## src/rtl/uart_receiver.sv

```systemverilog
`timescale 1ns / 1ps
`default_nettype none
// ============================================================================
// Module      : uart_receiver
// Description : 8N1 UART receive path. Re-times the raw RX line, samples each
//               bit mid-period, strobes good bytes and flags bad stop bits.
// Revision    : 1.0 - initial release
// ============================================================================
module uart_receiver #(
    parameter int CLOCKS_PER_BIT = 868,
    parameter int SYNC_STAGES    = 2
) (
    input  logic       clock,
    input  logic       reset_n,
    input  logic       serial_connection,
    output logic [7:0] data,
    output logic       valid,
    output logic       framing_error,
    output logic       busy
);

    localparam int                 c_CNT_W = $clog2(CLOCKS_PER_BIT);
    localparam logic [c_CNT_W-1:0] c_HALF  = c_CNT_W'((CLOCKS_PER_BIT - 1) / 2);
    localparam logic [c_CNT_W-1:0] c_LAST  = c_CNT_W'(CLOCKS_PER_BIT - 1);

    localparam logic [1:0] c_IDLE  = 2'd0;
    localparam logic [1:0] c_START = 2'd1;
    localparam logic [1:0] c_DATA  = 2'd2;
    localparam logic [1:0] c_STOP  = 2'd3;

    logic [SYNC_STAGES-1:0] r_sync;
    logic [SYNC_STAGES-1:0] r_live;
    logic                   r_prev_line;
    logic [1:0]             r_state;
    logic [c_CNT_W-1:0]     r_bit_clock;
    logic [2:0]             r_bit_index;
    logic [7:0]             r_shift;
    logic [7:0]             r_data;
    logic                   r_valid;
    logic                   r_framing_error;

    logic [1:0]             w_state_next;
    logic [c_CNT_W-1:0]     w_bit_clock_next;
    logic [2:0]             w_bit_index_next;
    logic [7:0]             w_shift_next;
    logic [7:0]             w_data_next;
    logic                   w_valid_next;
    logic                   w_framing_error_next;
    logic                   w_rx_s;
    logic                   w_start_edge;

    assign w_rx_s       = r_sync[SYNC_STAGES-1];
    assign w_start_edge = r_prev_line & ~w_rx_s;

    // r_live marks when the synchronizer holds real line samples rather than
    // reset fill; until then prev_line is forced low so a line that is low out
    // of reset cannot fake a falling edge.
    always_ff @(posedge clock or negedge reset_n) begin
        if (!reset_n) begin
            r_sync      <= '1;
            r_live      <= '0;
            r_prev_line <= 1'b1;
        end else begin
            r_sync      <= {r_sync[SYNC_STAGES-2:0], serial_connection};
            r_live      <= {r_live[SYNC_STAGES-2:0], 1'b1};
            r_prev_line <= r_live[SYNC_STAGES-1] ? w_rx_s : 1'b0;
        end
    end

    always_ff @(posedge clock or negedge reset_n) begin
        if (!reset_n) begin
            r_state         <= c_IDLE;
            r_bit_clock     <= '0;
            r_bit_index     <= 3'd0;
            r_shift         <= 8'h00;
            r_data          <= 8'h00;
            r_valid         <= 1'b0;
            r_framing_error <= 1'b0;
        end else begin
            r_state         <= w_state_next;
            r_bit_clock     <= w_bit_clock_next;
            r_bit_index     <= w_bit_index_next;
            r_shift         <= w_shift_next;
            r_data          <= w_data_next;
            r_valid         <= w_valid_next;
            r_framing_error <= w_framing_error_next;
        end
    end

    always_comb begin
        w_state_next         = r_state;
        w_bit_clock_next     = r_bit_clock;
        w_bit_index_next     = r_bit_index;
        w_shift_next         = r_shift;
        w_data_next          = r_data;
        w_valid_next         = 1'b0;
        w_framing_error_next = 1'b0;
        case (r_state)
            c_IDLE: begin
                if (w_start_edge) begin
                    w_state_next     = c_START;
                    w_bit_clock_next = '0;
                end
            end
            c_START: begin
                if (r_bit_clock == c_HALF) begin
                    if (!w_rx_s) begin
                        w_state_next     = c_DATA;
                        w_bit_clock_next = '0;
                        w_bit_index_next = 3'd0;
                    end else begin
                        w_state_next = c_IDLE;
                    end
                end else begin
                    w_bit_clock_next = r_bit_clock + 1'b1;
                end
            end
            c_DATA: begin
                if (r_bit_clock == c_LAST) begin
                    w_shift_next[r_bit_index] = w_rx_s;
                    w_bit_clock_next          = '0;
                    w_bit_index_next          = r_bit_index + 3'd1;
                    if (r_bit_index == 3'd7) begin
                        w_state_next = c_STOP;
                    end
                end else begin
                    w_bit_clock_next = r_bit_clock + 1'b1;
                end
            end
            c_STOP: begin
                // Leaving at mid stop bit lets a zero-gap start bit be caught.
                if (r_bit_clock == c_LAST) begin
                    if (w_rx_s) begin
                        w_data_next  = r_shift;
                        w_valid_next = 1'b1;
                    end else begin
                        w_framing_error_next = 1'b1;
                    end
                    w_bit_clock_next = '0;
                    w_state_next     = c_IDLE;
                end else begin
                    w_bit_clock_next = r_bit_clock + 1'b1;
                end
            end
            default: begin
                w_state_next = c_IDLE;
            end
        endcase
    end

    assign data          = r_data;
    assign valid         = r_valid;
    assign framing_error = r_framing_error;
    assign busy          = (r_state != c_IDLE);

endmodule
`default_nettype wire

```

## config.mk

```make
export PLATFORM = sky130hd
export DESIGN_NAME = uart_receiver
export DESIGN_NICKNAME = d
export VERILOG_FILES = /design/src/rtl/uart_receiver.sv
export SDC_FILE = /design/constraint.sdc
export NUM_CORES = 1
export LEC_CHECK = 0
export BUFFER_PORTS_ARGS = -buffer_cell sky130_fd_sc_hd__clkbuf_2
export CORE_ASPECT_RATIO = 1.75
export CORE_UTILIZATION = 40
export DETAILED_ROUTE_END_ITERATION = 10
export SETUP_SLACK_MARGIN = 0.2
export SLEW_MARGIN = 20
export SYNTH_ARGS = -nofsm -noshare
export SYNTH_HDL_FRONTEND = slang
export SYNTH_SLANG_ARGS = --single-unit
```

## constraint.sdc

```tcl
create_clock -name clock -period 5.3 [get_ports clock]
set_input_delay 1.06 -clock clock [delete_from_list [all_inputs] [get_ports clock]]
set_output_delay 1.06 -clock clock [all_outputs]
set_load 0.02 [all_outputs]
```

==> flow_metrics.env <==
export IMPL_num_antenna_cells=0
export IMPL_grt_util_met3_pct=4.11
export IMPL_final_util_pct=46.5
export IMPL_area_growth_pct=9.78
export IMPL_critPathMaxStageDelay_ps=610
export IMPL_cp_data_arrival_time_ps=2830
export IMPL_seq_area_frac_synth_pct=50.8
export IMPL_startpoint="r_bit_clock[0]"
export IMPL_path_clk_slew_ps=70
export IMPL_ys_top_cells_by_area="dfrtp_1, mux2_2, dfstp_2"
export IMPL_finalSetupViolCount=0
export IMPL_final_layout_size_suffix_gt1_share_pct=26.0
export IMPL_final_area_sq_mm=0.00206
export IMPL_avgSynthCellArea_sq_um=12.1
export IMPL_clk_latency_ps=290
export IMPL_netlist_area_sq_mm=0.00188
export IMPL_cts_sinks=38
export IMPL_synth_top_area_share_pct=46.6
export IMPL_ys_ff_latch=38
export IMPL_ys_top_cells_by_count="dfrtp_1, mux2_2, a211o_1, nand3_1, nor2_1"
export IMPL_crit_family="simple AND/OR/NAND/NOR gates"
export IMPL_gp_congestion=0.884
export IMPL_cp_end_kind="flip-flop"
export IMPL_critical_path_startpoint_type="flip-flop"
export IMPL_wire_per_inst_um=15.9
export IMPL_grt_busiest_layer="met2"
export IMPL_grtUsageMet1_pct=17.1
export IMPL_status="finished, final reports clean"
export IMPL_cts_tree="yes"
export IMPL_crit_path_max_fanout=16
export IMPL_post_cts_resized=0
export IMPL_peakVddDrop_mv=0.309
export IMPL_grt_util_all_layers_pct=16.8
export IMPL_async_flop_share_pct=100
export IMPL_htreeDepth=2
export IMPL_routed_via_density=5.75
export IMPL_place_hpwl_um=2600
export IMPL_critPathSlowestCell="nor4_4"
export IMPL_use_met2_pct=30.1
export IMPL_cts_buffers=5
export IMPL_drt_total_wl_um=3510
export IMPL_max_freq_mhz=376
export IMPL_place_area_sq_mm=0.00196
export IMPL_initial_core_util_pct=42.3
export IMPL_clockRootBuffer="clkbuf_8"
export IMPL_cts_setup_buffers=0
export IMPL_synth_cell_type_count=43
export IMPL_pin_count=14
export IMPL_cts_buffer_depth=2
export IMPL_die_w_um=53.8
export IMPL_finalCriticalPeriod_ps=2660
export IMPL_grt_antenna_before_repair=0
export IMPL_cp_required_ps=5470
export IMPL_tightest_slew_ps=916
export IMPL_period_share_pct=50.1
export IMPL_clock_skew_ps=3.79
export IMPL_cts_hold_buf=0
export IMPL_syn_nets=163
export IMPL_drtIter0Drc=10
export IMPL_rows=32
export IMPL_grt_max_degree=39
export IMPL_numPortBuffers=13
export IMPL_slew_headroom_pct=39.0
export IMPL_maxCapViolCount=0
export IMPL_drc=0
export IMPL_fin_nets=175
export IMPL_core_area_sq_mm=0.00444
export IMPL_ant_nets=0
export IMPL_yosysTopAreaCell="dfrtp_1"
export IMPL_path_cells="ha_1, or4bb_1, nor4_4, nand3_2, mux2_2"
export IMPL_setup_tns_ps=0
export IMPL_hp_start="r_live[0]"
export IMPL_ys_warnings_count=0
export IMPL_first_pass_iters=3
export IMPL_grt_overflow_total=0
export IMPL_grt_pass1_wl_um=6140
export IMPL_rsz0062_at_grt="false"
export IMPL_powerDensity_mw_per_mm2=331
export IMPL_leakage_nw=1.04
export IMPL_synth_most_common_cell="dfrtp_1"
export IMPL_syn_inst=156
export IMPL_hold_viol=0
export IMPL_grt_pass1_vias=1343
export IMPL_crit_type="reg -> reg"
export IMPL_report_final_slew_viol_count=0
export IMPL_worst_hold_slack_ps=351
export IMPL_vias=1266
export IMPL_r2r_start="r_bit_clock[0]"
export IMPL_synthFlopType="dfrtp_1"
export IMPL_synth_edf_count=0
export IMPL_hold_path_class="reg -> reg"
export IMPL_path_buf_inv=0
export IMPL_fp_dieH_um=92.7
export IMPL_dieArea_sq_mm=0.00499
==> per-layer routing <==
| layer | part of all wire [%] | vias up |
|---|---|---|
| met5 | 0 | - |
| met4 | 2.0 | 0 |
| met3 | 2.7 | 7 |
| met2 | 57 | 19 |
| met1 | 38 | 637 |
| li1 | - | 603 |
==> worst register-to-register path, stage by stage, from the launching register on <==
cell,delay (ps)
dfrtp_1,430
ha_1,260
or4bb_1,540
nor4_4,610
nand3_2,340
mux2_2,360
==> final cells by class <==
type | count | area (sq um)
sequential | 38 | 955
tap | 51 | 63.8
clock inverter | 3 | 40.0
clock buffer | 5 | 68.8
inverter | 6 | 22.5
fill | 433 | 2380
timing repair buffer | 13 | 65.1
multi-input combinational | 104 | 850
==> per-stage QoR <==
stage	worst slack, ps	total power, mW	cells
after CTS	2630	0.694	220
final	2640	0.684	220
after detailed placement	2640	0.451	212
after global routing	2470	0.724	220
after floorplan	3160	0.422	156
after global placement	2730	0.445	212
==> state kept, by name (all words and copies together) (netlist names), named ones only <==
signal,flops
r_bit_clock,10
data,8
r_shift,8
r_bit_index,3
r_live,2
r_sync,2
framing_error,1
r_prev_line,1
r_state,1
valid,1
==> logic make-up (layout without fill, tap and decap cells) <==
kind of cell,Yosys count,in the layout,synth area share (%)
AND/OR/NAND/NOR,57,57,20.0
flip-flops,38,38,50.8
AO/OA/AOI/OAI,22,22,10.6
multiplexers,19,19,11.2
buffers and inverters,14,27,4.06
adder cells (fa/ha/maj),4,4,2.66
other,1,1,0.199
XOR/XNOR,1,1,0.466
==> where the power goes <==
part           switching, mW  total (mW)  internal [mW]
combinational         0.0663       0.107         0.0409
clock                  0.102       0.240          0.138
sequential            0.0295       0.336          0.307
total                  0.197       0.684          0.486
==> cells in the final DEF, fill, tap and decap left out, types with 2 or more instances in the layout <==
cell type  instances
mux2_2            14
dfstp_2            3
and4_1             2
nor3_1             6
nor4bb_1           2
ha_1               4
a21oi_1            2
and2_1             2
mux2i_1            2
nand4_1            6
and3_1             4
clkbuf_8           5
o2bb2ai_1          2
nor4_4             2
mux2_1             3
clkbuf_2          13
clkinv_2           2
nor2b_1            2
dfrtp_1           35
nor2_1             7
a211o_1            7
nand2_1            6
a22o_1             2
nor4_1             4
or4bb_1            2
nand3_1            7
o21ai_0            2
inv_1              6
==> path summary, 6_finish.rpt <==
| path | endpoint | slack (ps) | cells past startpoint |
|---|---|---|---|
| setup / recovery | data[7] | 2640 | 5 |
| hold / removal | r_live[1] | 350 | 0 |
| setup reg to reg | data[7] | 2640 | 5 |
| hold reg to reg | r_live[1] | 350 | 0 |
| max in group asynchronous | r_bit_clock[4] | 3840 | 1 |
| min in group asynchronous | data[6] | 890 | 1 |
(Power assumes the default switching activity.)
